[src/rtl/mccpu_pkg.sv]
// Shared encodings for the mccpu multi-cycle control unit: FSM states,
// opcode/funct values, ALU operation codes and datapath select encodings.
package mccpu_pkg;

  typedef enum logic [3:0] {
    S_FETCH  = 4'd0,
    S_DECODE = 4'd1,
    S_EXEC   = 4'd2,
    S_ALUWB  = 4'd3,
    S_EXECI  = 4'd4,
    S_IWB    = 4'd5,
    S_MEMADR = 4'd6,
    S_MEMRD  = 4'd7,
    S_MEMWB  = 4'd8,
    S_MEMWR  = 4'd9,
    S_BRANCH = 4'd10,
    S_JUMP   = 4'd11,
    S_JAL    = 4'd12,
    S_JR     = 4'd13,
    S_ERR    = 4'd15
  } state_t;

  typedef enum logic [3:0] {
    ALU_NOP = 4'd0,
    ALU_ADD = 4'd1,
    ALU_SUB = 4'd2,
    ALU_AND = 4'd3,
    ALU_OR  = 4'd4,
    ALU_SLT = 4'd5,
    ALU_SLL = 4'd6,
    ALU_SRL = 4'd7
  } alu_op_t;

  localparam logic [5:0] OP_RTYPE = 6'b000000;
  localparam logic [5:0] OP_J     = 6'b000010;
  localparam logic [5:0] OP_JAL   = 6'b000011;
  localparam logic [5:0] OP_BEQ   = 6'b000100;
  localparam logic [5:0] OP_BNE   = 6'b000101;
  localparam logic [5:0] OP_ADDI  = 6'b001000;
  localparam logic [5:0] OP_ORI   = 6'b001101;
  localparam logic [5:0] OP_LW    = 6'b100011;
  localparam logic [5:0] OP_SW    = 6'b101011;

  localparam logic [5:0] FN_SLL = 6'b000000;
  localparam logic [5:0] FN_SRL = 6'b000010;
  localparam logic [5:0] FN_JR  = 6'b001000;
  localparam logic [5:0] FN_ADD = 6'b100000;
  localparam logic [5:0] FN_SUB = 6'b100010;
  localparam logic [5:0] FN_AND = 6'b100100;
  localparam logic [5:0] FN_OR  = 6'b100101;
  localparam logic [5:0] FN_SLT = 6'b101010;

  localparam logic [1:0] EXT_ZERO = 2'b00;
  localparam logic [1:0] EXT_SIGN = 2'b01;

  localparam logic [1:0] NPC_PC4 = 2'b00;
  localparam logic [1:0] NPC_BR  = 2'b01;
  localparam logic [1:0] NPC_J   = 2'b10;
  localparam logic [1:0] NPC_JR  = 2'b11;

  localparam logic [1:0] GPR_RD  = 2'b00;
  localparam logic [1:0] GPR_RT  = 2'b01;
  localparam logic [1:0] GPR_R31 = 2'b10;

  localparam logic [1:0] WD_ALU = 2'b00;
  localparam logic [1:0] WD_MDR = 2'b01;
  localparam logic [1:0] WD_PC  = 2'b10;

  localparam logic [1:0] SRC_REG   = 2'b00;
  localparam logic [1:0] SRC_SHAMT = 2'b01;
  localparam logic [1:0] SRC_IMM   = 2'b10;

endpackage

[src/rtl/mc_ctrl_if.sv]
// Shared instruction/data memory handshake between the control unit and memory.
interface mc_ctrl_if;
  logic mem_req;
  logic mem_ifetch;
  logic MemWrite;
  logic mem_ready;

  modport master (output mem_req, output mem_ifetch, output MemWrite, input mem_ready);
  modport slave  (input mem_req, input mem_ifetch, input MemWrite, output mem_ready);
endinterface

[src/rtl/mc_alu_dec.sv]
// R-type funct -> ALU operation decode; jr is not an ALU op and reads as illegal here.
module mc_alu_dec
  import mccpu_pkg::*;
(
  input  logic [5:0] funct,
  output alu_op_t    alu_op,
  output logic       shift,
  output logic       illegal
);
  always_comb begin
    alu_op  = ALU_NOP;
    shift   = 1'b0;
    illegal = 1'b0;
    case (funct)
      FN_ADD: alu_op = ALU_ADD;
      FN_SUB: alu_op = ALU_SUB;
      FN_AND: alu_op = ALU_AND;
      FN_OR:  alu_op = ALU_OR;
      FN_SLT: alu_op = ALU_SLT;
      FN_SLL: begin alu_op = ALU_SLL; shift = 1'b1; end
      FN_SRL: begin alu_op = ALU_SRL; shift = 1'b1; end
      default: illegal = 1'b1;
    endcase
  end
endmodule

[src/rtl/mc_ctrl.sv]
// Multi-cycle control FSM for mccpu: sequences FETCH/DECODE/EXEC/MEM/WB and
// guards every memory access with a bounded wait that faults into ERR.
module mc_ctrl
  import mccpu_pkg::*;
#(
  parameter int ALUOP_W  = 4,
  parameter int WAIT_MAX = 16,   // 1..255, must fit below 2**CNT_W
  parameter int CNT_W    = 8
) (
  input  logic               clk,
  input  logic               rst,
  mc_ctrl_if.master          mem,
  input  logic [5:0]         Op,
  input  logic [5:0]         Funct,
  input  logic               Zero,
  output logic               PCWrite,
  output logic               IRWrite,
  output logic               RegWrite,
  output logic [1:0]         EXTOp,
  output logic [ALUOP_W-1:0] ALUOp,
  output logic [1:0]         NPCOp,
  output logic [1:0]         ALUSrc,
  output logic [1:0]         GPRSel,
  output logic [1:0]         WDSel,
  output logic [3:0]         state,
  output logic               err
);

  state_t           state_q, nxt;
  logic [CNT_W-1:0] cnt;
  logic             err_q;
  alu_op_t          dec_op;
  logic             dec_shift, dec_illegal;
  logic             mem_st, timeout;

  mc_alu_dec u_alu_dec (
    .funct   (Funct),
    .alu_op  (dec_op),
    .shift   (dec_shift),
    .illegal (dec_illegal)
  );

  assign mem_st  = (state_q == S_FETCH) || (state_q == S_MEMRD) || (state_q == S_MEMWR);
  // Fault on the last permitted wait cycle; a ready in that same cycle still completes.
  assign timeout = mem_st && !mem.mem_ready && (cnt == CNT_W'(WAIT_MAX - 1));

  always_comb begin
    nxt = state_q;
    case (state_q)
      S_FETCH:  if (mem.mem_ready) nxt = S_DECODE;
      S_DECODE:
        case (Op)
          OP_RTYPE:        nxt = (Funct == FN_JR) ? S_JR : (dec_illegal ? S_ERR : S_EXEC);
          OP_ADDI, OP_ORI: nxt = S_EXECI;
          OP_LW, OP_SW:    nxt = S_MEMADR;
          OP_BEQ, OP_BNE:  nxt = S_BRANCH;
          OP_J:            nxt = S_JUMP;
          OP_JAL:          nxt = S_JAL;
          default:         nxt = S_ERR;
        endcase
      S_EXEC:   nxt = S_ALUWB;
      S_EXECI:  nxt = S_IWB;
      S_MEMADR: nxt = (Op == OP_SW) ? S_MEMWR : S_MEMRD;
      S_MEMRD:  if (mem.mem_ready) nxt = S_MEMWB;
      S_MEMWR:  if (mem.mem_ready) nxt = S_FETCH;
      S_ALUWB, S_IWB, S_MEMWB, S_BRANCH, S_JUMP, S_JAL, S_JR: nxt = S_FETCH;
      S_ERR:    nxt = S_ERR;
      default:  nxt = S_ERR;
    endcase
    if (timeout) nxt = S_ERR;
  end

  always_ff @(posedge clk or negedge rst) begin
    if (!rst) begin
      state_q <= S_FETCH;
      cnt     <= '0;
      err_q   <= 1'b0;
    end else begin
      state_q <= nxt;
      err_q   <= err_q | (nxt == S_ERR);
      // Held at zero outside memory states, so each access starts from a clean count.
      if (mem_st && !mem.mem_ready) cnt <= cnt + CNT_W'(1);
      else                          cnt <= '0;
    end
  end

  logic       req, ifetch, mwr, pcw, irw, rw;
  logic [1:0] ext, npc, asrc, gsel, wd;
  alu_op_t    alu;

  // Outputs decode from the state register; rst gates them so strobes drop without a clock.
  always_comb begin
    req = 1'b0; ifetch = 1'b0; mwr = 1'b0; pcw = 1'b0; irw = 1'b0; rw = 1'b0;
    ext = EXT_ZERO; npc = NPC_PC4; asrc = SRC_REG; gsel = GPR_RD; wd = WD_ALU;
    alu = ALU_NOP;
    if (rst) begin
      case (state_q)
        S_FETCH:  begin req = 1'b1; ifetch = 1'b1; irw = mem.mem_ready; pcw = mem.mem_ready; end
        S_EXEC:   begin alu = dec_op; asrc = dec_shift ? SRC_SHAMT : SRC_REG; end
        S_ALUWB:  begin rw = 1'b1; gsel = GPR_RD; wd = WD_ALU; end
        S_EXECI:  begin
          asrc = SRC_IMM;
          ext  = (Op == OP_ORI) ? EXT_ZERO : EXT_SIGN;
          alu  = (Op == OP_ORI) ? ALU_OR : ALU_ADD;
        end
        S_IWB:    begin rw = 1'b1; gsel = GPR_RT; wd = WD_ALU; end
        S_MEMADR: begin asrc = SRC_IMM; ext = EXT_SIGN; alu = ALU_ADD; end
        S_MEMRD:  req = 1'b1;
        S_MEMWB:  begin rw = 1'b1; gsel = GPR_RT; wd = WD_MDR; end
        S_MEMWR:  begin req = 1'b1; mwr = 1'b1; end
        S_BRANCH: begin
          alu = ALU_SUB; ext = EXT_SIGN; npc = NPC_BR;
          pcw = (Op == OP_BNE) ? !Zero : Zero;
        end
        S_JUMP:   begin pcw = 1'b1; npc = NPC_J; end
        S_JAL:    begin pcw = 1'b1; npc = NPC_J; rw = 1'b1; gsel = GPR_R31; wd = WD_PC; end
        S_JR:     begin pcw = 1'b1; npc = NPC_JR; end
        default:  ;
      endcase
    end
  end

  assign mem.mem_req    = req;
  assign mem.mem_ifetch = ifetch;
  assign mem.MemWrite   = mwr;
  assign PCWrite        = pcw;
  assign IRWrite        = irw;
  assign RegWrite       = rw;
  assign EXTOp          = ext;
  assign ALUOp          = ALUOP_W'(alu);
  assign NPCOp          = npc;
  assign ALUSrc         = asrc;
  assign GPRSel         = gsel;
  assign WDSel          = wd;
  assign state          = state_q;
  assign err            = err_q;

endmodule

[src/flat_wrapper.sv]
// flat-port wrapper written by rule: the top's interface ports become plain ports
module mc_ctrl_flat import mccpu_pkg::*;
#(
  parameter int ALUOP_W  = 4,
  parameter int WAIT_MAX = 16,                                     
  parameter int CNT_W    = 8
)
  (clk, rst, Op, Funct, Zero, PCWrite, IRWrite, RegWrite, EXTOp, ALUOp, NPCOp, ALUSrc, GPRSel, WDSel, state, err, mem_mem_req, mem_mem_ifetch, mem_MemWrite, mem_mem_ready);
  mc_ctrl_if mem_i ();
  input  logic clk;
  input  logic rst;
  input  logic [5:0] Op;
  input  logic [5:0] Funct;
  input  logic Zero;
  output logic PCWrite;
  output logic IRWrite;
  output logic RegWrite;
  output logic [1:0] EXTOp;
  output logic [ALUOP_W-1:0] ALUOp;
  output logic [1:0] NPCOp;
  output logic [1:0] ALUSrc;
  output logic [1:0] GPRSel;
  output logic [1:0] WDSel;
  output logic [3:0] state;
  output logic err;
  output wire logic [$bits(mem_i.mem_req)-1:0] mem_mem_req;
  output wire logic [$bits(mem_i.mem_ifetch)-1:0] mem_mem_ifetch;
  output wire logic [$bits(mem_i.MemWrite)-1:0] mem_MemWrite;
  input wire logic [$bits(mem_i.mem_ready)-1:0] mem_mem_ready;
  assign mem_mem_req = mem_i.mem_req;
  assign mem_mem_ifetch = mem_i.mem_ifetch;
  assign mem_MemWrite = mem_i.MemWrite;
  assign mem_i.mem_ready = mem_mem_ready;
  mc_ctrl #(.ALUOP_W(ALUOP_W), .WAIT_MAX(WAIT_MAX), .CNT_W(CNT_W)) u_core (.clk(clk), .rst(rst), .mem(mem_i), .Op(Op), .Funct(Funct), .Zero(Zero), .PCWrite(PCWrite), .IRWrite(IRWrite), .RegWrite(RegWrite), .EXTOp(EXTOp), .ALUOp(ALUOp), .NPCOp(NPCOp), .ALUSrc(ALUSrc), .GPRSel(GPRSel), .WDSel(WDSel), .state(state), .err(err));
endmodule
[config.mk]
export PLATFORM = sky130hd
export DESIGN_NAME = mc_ctrl_flat
export DESIGN_NICKNAME = d
export VERILOG_FILES = /design/src/rtl/mccpu_pkg.sv /design/src/rtl/mc_ctrl_if.sv /design/src/rtl/mc_alu_dec.sv /design/src/rtl/mc_ctrl.sv /design/src/flat_wrapper.sv
export SDC_FILE = /design/constraint.sdc
export NUM_CORES = 1
export LEC_CHECK = 0
export ABC_AREA = 1
export CAP_MARGIN = 20
export CORE_AREA = 4 4 72 74
export CTS_BUF_LIST = sky130_fd_sc_hd__clkbuf_2 sky130_fd_sc_hd__clkbuf_4 sky130_fd_sc_hd__clkbuf_8
export CTS_CLUSTER_SIZE = 40
export DETAILED_ROUTE_END_ITERATION = 12
export DIE_AREA = 0 0 76 78
export PLACE_DENSITY = 0.54
export SLEW_MARGIN = 10
export SYNTH_ARGS = -nofsm -noshare
export SYNTH_HDL_FRONTEND = slang
export SYNTH_SLANG_ARGS = --single-unit
[constraint.sdc]
create_clock -name clk -period 1.48 [get_ports clk]
set_input_delay 0.296 -clock clk [delete_from_list [all_inputs] [get_ports clk]]
set_output_delay 0.296 -clock clk [all_outputs]
set_load 0.01 [all_outputs]
==> out/qor.yml, run 1 <==
timing:
  fin_setup_tns_ps: -5032
  hold_viol_final: 0
  worst_slack_ps: -339.2
  rsz0062_at_grt: "yes"
  min_period_ps: 1819
  finClkSkew_ps: 0.3115
  setup_viol: 31
  fin_crit_sh_pct: 122.9
  max_freq_ghz: 0.5497
  report.final.slew_viol_count: 0
  holdWs_ps: 159.4
power_and_ir_drop:
  p_per_area_nw_per_um2: 335.8
  peakVddDrop_uv: 611.9
  p_leak_nw: 1.297
synth:
  ys_types: 31
  synth_cells: 226
  synth-edff-count: 0
  dominantRegCellSynth: "dfrtp_1"
  yosysTopAreaCellShare_pct: 24.81
  yosysWarnings: 0
  ys_seq_elements: 13
  synth.avg_cell_area_um2: 5.802
  async_flop_share_pct: 100.0
  synth_top_area_cell: "dfrtp_1"
  yosysSeqAreaShare_pct: 24.81
  ys_top_cells_by_area: "dfrtp_1 (25%), nor2_1 (16%), nand2_1 (12%), inv_1 (9.7%), nand3_1 (8.4%)"
  syn_area_um2: 1311
die:
  rows: 25
  fp.dieH_um: 78
  core_um2: 4598
  die-area_um2: 5928
  die_w_um: 76
  start_util_pct: 28.52
  io_pins: 41
clock_network:
  clockBufferDepth: 2
  cts_tree: "built"
  cts_htree_levels: 1
  hold_buffers: 0
  cts_sinks: 13
  cts_made_buffers: 3
  clk_pin_slew_worst_paths_ps: 50
  clk_latency_ps: 240
  clk_root_buffer_cell: "clkbuf_8"
cells_and_area:
  drive_gt1_share_pct: 50.45
  final_common_cell: "buf_4"
  diodes: 0
  final_cell_mix: "buf_4 (52), nor2_1 (36), nand2_1 (35)"
  area_delta_synth_final_pct: 89.98
  nets: 349
global_routing:
  antenna_found_initial: 0
  use_met2_pct: 24.32
  grt_overflow: 0
  use_met1_pct: 17.47
  grt_max_degree: 18
  grt_util_met3_pct: 4.176
  grt_usage_pct: 14.09
  busiest_layer: "met2"
  first_global_vias: 1679
  grt_pass1_wl_um: 7134
outcome:
  status: "complete, but fails checks"
  violations: "setup timing"
critical_path:
  endpoint_kind: "primary output"
  cp_max_fo: 4
  worst-endpoint-arrival_ps: 1520
  path_class: "reg2out"
  start_kind: "flop"
  cp.required_ps: 1180
detailed_routing:
  finalWirelength_um: 4360
  num_vias: 1747
  drt_first_pass_iters: 4
  viasPerCell: 4.538
  ant_nets: 0
  wl_per_cell_um: 11.32
  drc: 0
  drt-initial-drc-count: 27
placed_design:
  port_buffers: 38
  place_congestion: 0.8608
  hpwl_um: 3202
run:
  maxCapViolations: 0
hold_path:
  hold_class: "in2async"
[worst paths after layout]
path                                      start               to  slack, ps  cells past startpoint
worst max-delay path            u_core.state[0]         ALUOp[0]       -340                      7
worst min-delay path                        rst    u_core.cnt[4]        160                      2
worst max register to register  u_core.state[3]       u_core.err       -230                     12
worst min register to register       u_core.err       u_core.err        500                      2
max in group asynchronous                   rst  u_core.state[1]       1140                      2
min in group clk                     u_core.err       u_core.err        500                      2
[per-layer routing]
layer  wire (um)  vias up
met1        1960      779
met2        2134       35
met5           0        -
li1            -      927
met4          51        0
met3         214        6
[critical path, cell delays in order (launching register included)]
cell	delay [ps]
dfrtp_1	410
inv_2	140
nand2_1	130
buf_4	170
nor2_4	130
nor3_1	80
nor2_1	100
buf_2	140
[where the power goes]
| group | leakage [nW] | switching [mW] | total [mW] | internal, mW |
|---|---|---|---|---|
| Combinational | 1.12 | 0.0898 | 0.173 | 0.0836 |
| Sequential | 0.155 | 0 | 0.356 | 0.356 |
| Clock | 0.0255 | 0.122 | 0.307 | 0.186 |
| Total | 1.30 | 0.212 | 0.836 | 0.625 |
[logic make-up (layout without fill, tap and decap cells)]
| kind of cell | Yosys count | after routing | synth area share (%) |
|---|---|---|---|
| simple gates | 149 | 149 | 51.43 |
| buf+inv | 41 | 145 | 13.07 |
| compound gates | 21 | 21 | 9.447 |
| other cells | 1 | 2 | 0.2860 |
| flops | 13 | 13 | 24.81 |
| fa+ha+maj | 1 | 1 | 0.9540 |
[area by class of cell]
cell class | instances | area [um^2]
timing repair buffer | 104 | 835.8
tap | 54 | 67.56
clock buffer | 3 | 41.29
clock inverter | 1 | 5.005
inverter | 37 | 142.6
sequential | 13 | 329.1
fill | 455 | 2107
multi-input combinational | 173 | 1070
[flip-flops by register name, indices dropped and copies added (netlist names)]
register / flops
u_core.cnt: 8
u_core.err: 1
u_core.state: 4
[synthesized netlist by cell type, types with 3 or more instances]
cell type	count
a21oi_1	8
dfrtp_1	13
inv_1	34
nand2_1	43
nand2_2	5
nand3_1	22
nand3b_1	3
nor2_1	55
nor2_2	5
nor3_1	6
nor4_1	3
o21ai_0	4
[timing repair]
item | in CTS | in global routing
pin swaps | 32 | 12
gates cloned | 0 | 0
setup endpoints to repair | 33 | 33
gates resized for setup | 159 | 20
buffers inserted | 13 | 6
[through the flow]
stage / cells / total power, mW / util (%) / setup slack [ps] / area, um^2
3_3_place_gp: 365 / 0.5238 / 46.59 / -909.3 / 2142
6_report: 385 / 0.8364 / 54.18 / -339.2 / 2491
4_1_cts: 379 / 0.8492 / 51.86 / -295.7 / 2385
2_1_floorplan: 227 / 0.4228 / - / -46.57 / 1336
5_1_grt: 385 / 0.8966 / 54.18 / -383.7 / 2491
3_5_place_dp: 365 / 0.5242 / 46.59 / -970.6 / 2142
Note: power is estimated with default switching activity, not from simulation.
==> run 2: changes to the inputs <==
DONT_BUFFER_PORTS = 1   (was default)
PLACE_DENSITY = 0.42   (was 0.54)
==> out/qor.yml, run 2 (synthesis results as in run 1) <==
outcome:
  status: "complete, but fails checks"  # unchanged
  violations: "setup timing"  # unchanged
power_and_ir_drop:
  p_total_mw: 0.7750  # was 0.8364 mW
  sw_frac_of_total_pct: 23.55  # was 25.29%
  p_per_area_nw_per_um2: 372.5  # was 335.8 nW/um^2
  switchingPower_mw: 0.1825  # was 0.2116 mW
  p_leak_nw: 0.9630  # was 1.297 nW
  internal_power_mw: 0.5925  # was 0.6249 mW
  sequentialPowerShare_pct: 45.9  # was 42.5%
  combPwrFrac_pct: 11.6  # was 20.7%
  peakVddDrop_uv: 605.7  # was 611.9 uV
  pwr-share-clk_pct: 42.5  # was 36.7%
timing:
  relSlewSlack_pct: 57.37
  hold_viol_final: 0  # unchanged
  max_freq_ghz: 0.5729  # was 0.5497 GHz
  fin_setup_tns_ps: -3535  # was -5032 ps
  report.final.slew_viol_count: 0  # unchanged
  rsz0062_at_grt: "yes"  # unchanged
  setup_viol: 26  # was 31
  min_period_ps: 1746  # was 1819 ps
  worst_slack_ps: -265.7  # was -339.2 ps
  holdWs_ps: 457.1  # was 159.4 ps
  worst_slew_pin_slew_ps: 635.6
  finClkSkew_ps: 2.275  # was 0.3115 ps
  fin_crit_sh_pct: 117.9  # was 122.9%
clock_network:
  clk_pin_slew_worst_paths_ps: 50  # about the same
  cts_made_buffers: 3  # unchanged
  clk_root_buffer_cell: "clkbuf_8"  # unchanged
  clockBufferDepth: 2  # unchanged
  cts_htree_levels: 1  # unchanged
  cts_sinks: 13  # unchanged
  cts_tree: "built"  # unchanged
  clk_latency_ps: 240  # about the same
cells_and_area:
  nets: 292  # was 349
  drive_gt1_share_pct: 44.53  # was 50.45%
  largest_register: "u_core.cnt"  # unchanged
  design_area_um2: 2081  # was 2491 um^2
  final_common_cell: "buf_4"  # unchanged
  area_delta_synth_final_pct: 58.68  # was 89.98%
  finalNonFillerCells: 328  # was 385
  final_cell_mix: "buf_4 (43), nor2_1 (39), nand2_1 (37)"  # was buf_4 (52), nor2_1 (36), nand2_1 (35)
  largest_reg_flops: 8  # unchanged
  diodes: 0  # unchanged
critical_path:
  crit_family: "flip-flops"  # was buffers and inverters
  endpoint_kind: "primary output"  # unchanged
  max_stage_delay_ps: 470  # was 410 ps
  path_class: "reg2out"  # unchanged
  crit_path_frequent_cell: "nand2_1"
  slowest_stage: "dfrtp_2"  # was dfrtp_1
  cp_max_fo: 5  # was 4
  start_kind: "flop"  # unchanged
  worst-endpoint-arrival_ps: 1450  # was 1520 ps
  path_cells: "nor2_4 -> buf_6 -> nand2_1 -> nand3_4 -> buf_4 -> nand2_1 -> inv_2"  # was inv_2 -> nand2_1 -> buf_4 -> nor2_4 -> nor3_1 -> nor2_1 -> buf_2
  crit_buf_inv: 3  # unchanged
  cp.required_ps: 1180  # about the same
global_routing:
  grt_max_degree: 16  # was 18
  grt_usage_pct: 13.17  # was 14.09%
  grt_pass1_wl_um: 6679  # was 7134 um
  grt_overflow: 0  # unchanged
  first_global_vias: 1480  # was 1679
  antenna_found_initial: 0  # unchanged
detailed_routing:
  finalWirelength_um: 4044  # was 4360 um
  drc: 0  # unchanged
  drt_first_pass_iters: 4  # unchanged
  num_vias: 1530  # was 1747
  viasPerCell: 4.665  # was 4.538
  drt-initial-drc-count: 53  # was 27
  ant_nets: 0  # unchanged
  wl_per_cell_um: 12.33  # was 11.32 um
placed_design:
  placed_cell_area_um2: 1614  # was 2142 um^2
  place_congestion: 0.8152  # was 0.8608
  port_buffers: 0  # was 38
  placed_cells: 309  # was 365
  hpwl_um: 3090  # was 3202 um
die:
  core_um2: 4598  # unchanged
  rows: 25  # unchanged
  io_pins: 41  # unchanged
  start_util_pct: 28.52  # unchanged
  fp.dieH_um: 78  # unchanged
  die-area_um2: 5928  # unchanged
  die_w_um: 76  # unchanged
hold_path:
  hold_class: "in2reg"  # was in2async
run:
  maxCapViolations: 0  # unchanged
[run 2: worst paths after layout]
path | cells past startpoint | endpoint | startpoint | slack (ps)
max reg2reg | 12 | u_core.err | u_core.state[1] | -180
max | 7 | mem_mem_req | u_core.state[3] | -270
min reg2reg | 1 | u_core.cnt[2] | u_core.cnt[2] | 480
max in group asynchronous | 1 | u_core.state[1] | rst | 560
min | 6 | u_core.state[1] | Funct[2] | 460
min in group asynchronous | 1 | u_core.cnt[5] | rst | 500
[run 2: timing repair]
| action | in CTS | in global routing |
|---|---|---|
| hold buffers | 1 | 0 |
| endpoints found under the hold margin | 13 | 0 |
| setup endpoints to repair | 20 | 29 |
| resized for setup | 41 | 32 |
| pin swaps | 15 | 10 |
| buffers inserted | 9 | 5 |
[run 2: area by class of cell]
type                       instances  area (um^2)
fill                             477         2517
inverter                          37        141.4
sequential                        13        330.3
tap                               54        67.56
timing repair buffer              47        375.4
clock buffer                       4        48.80
multi-input combinational        173         1117
[run 2: routing by layer]
metal / vias to the layer above / GRT usage (%) / share of wire (%)
li1: 810 / - / -
met1: 682 / 17.04 / 45
met2: 36 / 21.23 / 47
met3: 2 / 4.988 / 7.8
met4: 0 / 1.779 / 0.20
met5: - / 0 / 0
[run 2: power by group through the flow]
stage,Combinational (mW),Sequential (mW),Clock (mW)
3_3_place_gp,0.0746,0.362,0
6_report,0.0900,0.356,0.329
3_5_place_dp,0.0737,0.362,0
5_1_grt,0.104,0.355,0.364
4_1_cts,0.0879,0.356,0.344
2_1_floorplan,0.0608,0.362,0
[run 2: stage by stage]
stage | setup WS (ps) | utilization [%]
final | -265.7 | 45.25
after global routing | -348.8 | 45.25
after CTS | -219.1 | 41.25
after detailed placement | -112.6 | 35.10
after global placement | -83.80 | 35.10
after floorplan | -46.57 | -
[run 2: worst register-to-register path: stages, from the launching register on]
cell and delay [ps]:
dfrtp_2 460, nor2_4 150, inv_2 80, nor2_4 120
inv_2 60, buf_4 120, buf_4 120, buf_4 120
nand3_2 80, nor2_4 40, nand2_2 60, nand2_1 50
o21ai_1 120
==> run 3: changes to the inputs <==
CTS_CLUSTER_SIZE = 16   (was 40)
==> results of run 3 <==
Same layout as run 2: the final DEF is identical, and so are final timing and power.
